$ cat src/rtl/rx_byte_packer.sv
// rx_byte_packer: packs received UART bytes into a frame and offers it to the sorter with a valid/ack handshake
module rx_byte_packer #(
  parameter int NUM_BYTES      = 8,
  parameter int TIMEOUT_CYCLES = 5000000
) (
  input  logic                           clk,
  input  logic                           rst,
  input  logic                           byte_valid,
  input  logic [7:0]                     byte_in,
  input  logic                           array_ack,
  output logic [8*NUM_BYTES-1:0]         array_out,
  output logic                           array_valid,
  output logic [$clog2(NUM_BYTES+1)-1:0] byte_count,
  output logic                           overflow_err,
  output logic                           timeout_err
);
  localparam int CW = $clog2(NUM_BYTES + 1);
  localparam int TW = $clog2(TIMEOUT_CYCLES);
  localparam logic [CW-1:0] LAST_CNT = CW'(NUM_BYTES);
  localparam logic [TW-1:0] T_LAST = TW'(TIMEOUT_CYCLES - 1);
  typedef enum logic [1:0] {IDLE, COLLECT, FULL} state_t;
  state_t state, state_n;
  logic [8*NUM_BYTES-1:0] array_n;
  logic [CW-1:0] count_n, slot, slot_inc;
  logic [TW-1:0] timer, timer_n;
  logic valid_n, ovf_n, to_n, store;
  // register state and all outputs; reset asserts asynchronously
  always_ff @(posedge clk or posedge rst) begin
    if (rst) begin
      state        <= IDLE;
      array_out    <= '0;
      array_valid  <= 1'b0;
      byte_count   <= '0;
      timer        <= '0;
      overflow_err <= 1'b0;
      timeout_err  <= 1'b0;
    end else begin
      state        <= state_n;
      array_out    <= array_n;
      array_valid  <= valid_n;
      byte_count   <= count_n;
      timer        <= timer_n;
      overflow_err <= ovf_n;
      timeout_err  <= to_n;
    end
  end
  // next-state: a byte is accepted unless the frame is waiting for the sorter without an ack this cycle
  always_comb begin
    state_n  = state;
    array_n  = array_out;
    count_n  = byte_count;
    timer_n  = timer;
    valid_n  = array_valid;
    ovf_n    = 1'b0;
    to_n     = 1'b0;
    store    = byte_valid && (state != FULL || array_ack);
    slot     = (state == COLLECT) ? byte_count : '0;
    slot_inc = slot + CW'(1);
    case (state)
      COLLECT: begin
        if (!byte_valid && timer == T_LAST) begin
          count_n = '0;
          timer_n = '0;
          to_n    = 1'b1;
          state_n = IDLE;
        end else if (!byte_valid) begin
          timer_n = timer + TW'(1);
        end
      end
      FULL: begin
        if (array_ack) begin
          valid_n = 1'b0;
          count_n = '0;
          state_n = IDLE;
        end else begin
          ovf_n = byte_valid;
        end
      end
      IDLE: ;
      default: state_n = IDLE;
    endcase
    if (store) begin
      array_n[{slot, 3'b000} +: 8] = byte_in;
      count_n = slot_inc;
      timer_n = '0;
      valid_n = (slot_inc == LAST_CNT);
      state_n = (slot_inc == LAST_CNT) ? FULL : COLLECT;
    end
  end
endmodule

$ cat config.mk
export PLATFORM = sky130hd
export DESIGN_NAME = rx_byte_packer
export DESIGN_NICKNAME = d
export VERILOG_FILES = /design/src/rtl/rx_byte_packer.sv
export SDC_FILE = /design/constraint.sdc
export NUM_CORES = 1
export LEC_CHECK = 0
export CORE_UTILIZATION = 31
export CTS_CLUSTER_DIAMETER = 100
export CTS_CLUSTER_SIZE = 14
export DETAILED_ROUTE_END_ITERATION = 10
export PLACE_DENSITY_LB_ADDON = 0.12
export SYNTH_ARGS = -nofsm -noshare
export SYNTH_HDL_FRONTEND = slang
export SYNTH_SLANG_ARGS = --single-unit
$ cat constraint.sdc
create_clock -name clk -period 3.7 [get_ports clk]
set_input_delay 0.74 -clock clk [delete_from_list [all_inputs] [get_ports clk]]
set_output_delay 0.74 -clock clk [all_outputs]
set_load 0.05 [all_outputs]
==> reports/results.tsv <==
stage	metric	value	unit
place	placed insts	658	
grt	global-route usage over all layers	16.6	%
route	drt wl/cell	16.7	um
setup_path	maximum fanout along the worst path	12	
grt	first-pass GRT wire length	18500	um
cts	Clock Tree Root	clkbuf_16	
synthesis	xor-xnor portion of the synthesized cell area	2.77	%
synthesis	sequential share of the synthesized area	54.3	%
timing	Tmin final	2.86	ns
cts	CTS Buffer Depth	2	
synthesis	post-synth net total	422	
route	DRC	0	
grt	initial antenna violation count	0	
synthesis	synthesized area per cell	10.9	um2
synthesis	largest family of logic cells by synthesized area	simple AND/OR/NAND/NOR gates	
timing	max_slew headroom	28.0	%
route	DR vias/cell	5.00	
timing	Clock Skew	0.00428	ns
synthesis	Synth Flop Type	dfrtp_1	
floorplanning	Initial Utilization	31.9	%
cts	post-CTS setup buffer count	0	
power	Clk pwr share	21.9	%
power	Combinational Power Share	46.2	%
timing	Final Max Tran Viols	0	
setup_path	Reg2Reg Setup Slack	0.95	ns
cts	clk slew on worst S/H paths	0.07	ns
power	sw frac	42.9	%
synthesis	Simple-Gate Fraction of Synth Area	16.8	%
floorplanning	row count	43	
power	Cell Int Power	2.72	mW
synthesis	cells after synthesis	407	
floorplanning	die area	14800	um2
synthesis	FFs w/ async S/R, synth	100	%
floorplanning	num ports	83	
cells_and_area	ant diodes	0	
floorplanning	Core Region	13900	um2
synthesis	Yosys cell types	48	
route	drt first pass iters	4	
route	vias after detailed routing	3367	
setup_path	Worst Path Required	3.92	ns
place	routability cong.	0.808	
power	Leak	2.42	nW
timing	Final Setup Violations	0	
synthesis	synthesized cell area	4430	um2
timing	fin crit share	77.3	%
synthesis	number of synthesized flops with an enable pin	0	
synthesis	Adder-Cell Fraction of Synth Area	0.848	%
cells_and_area	layout cell share with drive strength beyond 1	15.0	%
synthesis	Yosys reg bits	96	
route	total length of routed wires	11200	um
cells_and_area	Final nets	504	
floorplanning	die width	122	um
cells_and_area	sequential cell area	2400	um2
power	PD cells	822	nW/um2
cts	worst-skew pair later-pin latency	0.35	ns
timing	f_max	0.350	GHz
timing	setup tns final	0	ns
setup_path	WP data arrival	3.08	ns
route	antenna-violating nets left	0	
min_path	Hold Crit Class	reg -> reg	
power	Peak supply drop	299	uV
cells_and_area	non-filler cells, final	674	
place	hpwl dp	8060	um
synthesis	Synth Area in Compound Gates	10.7	%
place	port bufs	82	
floorplanning	Die H	122	um
timing	worst slew pin tran	1.08	ns
power	Seq pwr share	32.0	%
grt	vias in the first global route	3363	
cells_and_area	P&R area growth vs syn	30.8	%
setup_path	Worst Setup End Kind	flip-flop	
cells_and_area	Multi-input gate area	1870	um2
run	maxcap violations	0	
setup_path	Startpoint Class	input port	
synthesis	multiplexer share of the synthesized area	11.1	%
cts	post_cts resized	0	
cells_and_area	fillcell total	1362	
cts	# hold bufs at CTS	0	
grt	largest net degree at the start of global routing	56	
route	Initial DRC Count	150	
timing	Fin. Hold Viols	0	
synthesis	Syn. warnings	0	
cts	CTS buffer count	9	
cts	H-tree depth	3	
cts	CTS Sinks	96	
setup_path	critical path class	in -> reg	
cts	TritonCTS clock tree	built	
grt	aggregate global routing overflow	0	
timing	RSZ-0062 raised after global routing	false	
power	P_sw	2.04	mW
run_status	status	completed	
## registers in the layout (all words and copies together) (netlist names)
register / count
array_out: 64
timer: 23
byte_count: 4
state: 2
array_valid: 1
overflow_err: 1
timeout_err: 1
## Yosys cell counts, types with 2 or more instances
library cell / n / area (um2)
nor2b_1: 2 / 12.5
o21a_1: 3 / 22.5
nand2_1: 45 / 169
o21ai_0: 34 / 170
nand4_1: 4 / 25.0
a21oi_1: 4 / 20.0
and4_1: 2 / 17.5
nor4_1: 10 / 62.6
nor3b_1: 3 / 22.5
nor3_1: 6 / 30.0
nand2b_1: 2 / 12.5
or4_1: 4 / 30.0
xor2_1: 2 / 17.5
mux2_4: 8 / 120
dfrtp_1: 96 / 2400
xnor2_1: 12 / 105
nor2_1: 37 / 139
a32o_1: 4 / 40.0
a31o_2: 2 / 17.5
mux2_2: 32 / 360
o2111ai_1: 3 / 26.3
o31ai_1: 3 / 22.5
ha_1: 3 / 37.5
buf_6: 2 / 22.5
or3b_2: 2 / 17.5
a211oi_1: 2 / 15.0
nor4b_1: 8 / 70.1
buf_2: 2 / 10.0
and3_1: 5 / 31.3
o41ai_1: 10 / 87.6
nand3_1: 9 / 45.0
clkbuf_1: 15 / 56.3
inv_1: 16 / 60.1
## worst paths after layout
path                               start            end  cells after the start
setup / recovery              byte_valid      timer[15]                      6
hold / removal             array_out[52]  array_out[52]                      2
setup reg to reg                state[1]  array_out[13]                      8
hold reg to reg            array_out[52]  array_out[52]                      2
max in group asynchronous            rst  array_out[62]                      3
min in group asynchronous            rst    array_valid                      2
## per-layer routing
| metal | vias up | wire, um | GRT usage [%] |
|---|---|---|---|
| li1 | 1632 | - | - |
| met1 | 1643 | 5400 | 22.4 |
| met2 | 78 | 5130 | 25.6 |
| met3 | 14 | 517 | 3.62 |
| met4 | 0 | 193 | 6.94 |
| met5 | - | 0 | 0 |
## layout by cell type (no fill, tap or decap), types with 4 or more instances in the layout
cell / synthesis / layout
dfrtp_1: 96 / 96
nand4_1: 4 / 4
a21oi_1: 4 / 4
nor2_1: 37 / 37
or4_1: 4 / 4
o41ai_1: 10 / 10
mux2_4: 8 / 8
nand2_1: 45 / 45
clkbuf_16: 0 / 9
nor3_1: 6 / 6
inv_1: 16 / 15
nor4b_1: 8 / 8
o21ai_0: 34 / 34
mux2_2: 32 / 32
xnor2_1: 12 / 12
buf_4: 0 / 8
and3_1: 5 / 5
clkdlybuf4s50_1: 0 / 82
nand3_1: 9 / 9
nor4_1: 10 / 10
a32o_1: 4 / 4
## layout make-up
cell class / count / share of cell area [%]
clock buffer: 11 / 4.19
clock inverter: 5 / 1.49
sequential: 96 / 41.5
multi-input combinational: 275 / 32.3
timing repair buffer: 91 / 15.6
tap: 180 / 3.89
inverter: 16 / 1.08
## through the flow
| stage | hold slack [ns] | worst slack [ns] | cell area [um2] | total power, mW | utilization, % |
|---|---|---|---|---|---|
| 6_report | 0.481 | 0.840 | 5790 | 4.76 | 41.7 |
| 5_1_grt | 0.494 | 0.643 | 5790 | 4.98 | 41.7 |
| 4_1_cts | 0.487 | 0.810 | 5790 | 4.82 | 41.7 |
| 3_5_place_dp | 0.471 | 0.426 | 5460 | 3.77 | 39.4 |
| 3_3_place_gp | 0.461 | 0.484 | 5460 | 3.74 | 39.4 |
| 2_1_floorplan | 0.489 | 0.455 | 4430 | 2.99 | - |
## worst max-delay path, stage by stage
cell	delay, ns
clkdlybuf4s50_1	0.42
buf_4	0.18
or4_1	0.53
or4_1	0.63
a21oi_2	0.46
nor2_1	0.11
## cell families (layout without fill, tap and decap cells)
logic type               Yosys count  count (layout)
flip-flops                        96              96
XOR/XNOR                          14              14
AO/OA/AOI/OAI                     72              72
AND/OR/NAND/NOR                  145             145
adder cells (fa/ha/maj)            3               3
multiplexers                      41              41
buffers and inverters             36             123
## power groups by stage
stage          Combinational [mW]  Sequential [mW]  Clock (mW)
3_3_place_gp                 2.20             1.54           0
2_1_floorplan               0.457             2.54           0
5_1_grt                      2.31             1.56        1.11
4_1_cts                      2.22             1.53        1.07
3_5_place_dp                 2.22             1.55           0
6_report                     2.20             1.52        1.04
No activity file was read; power rests on OpenSTA's default activity.
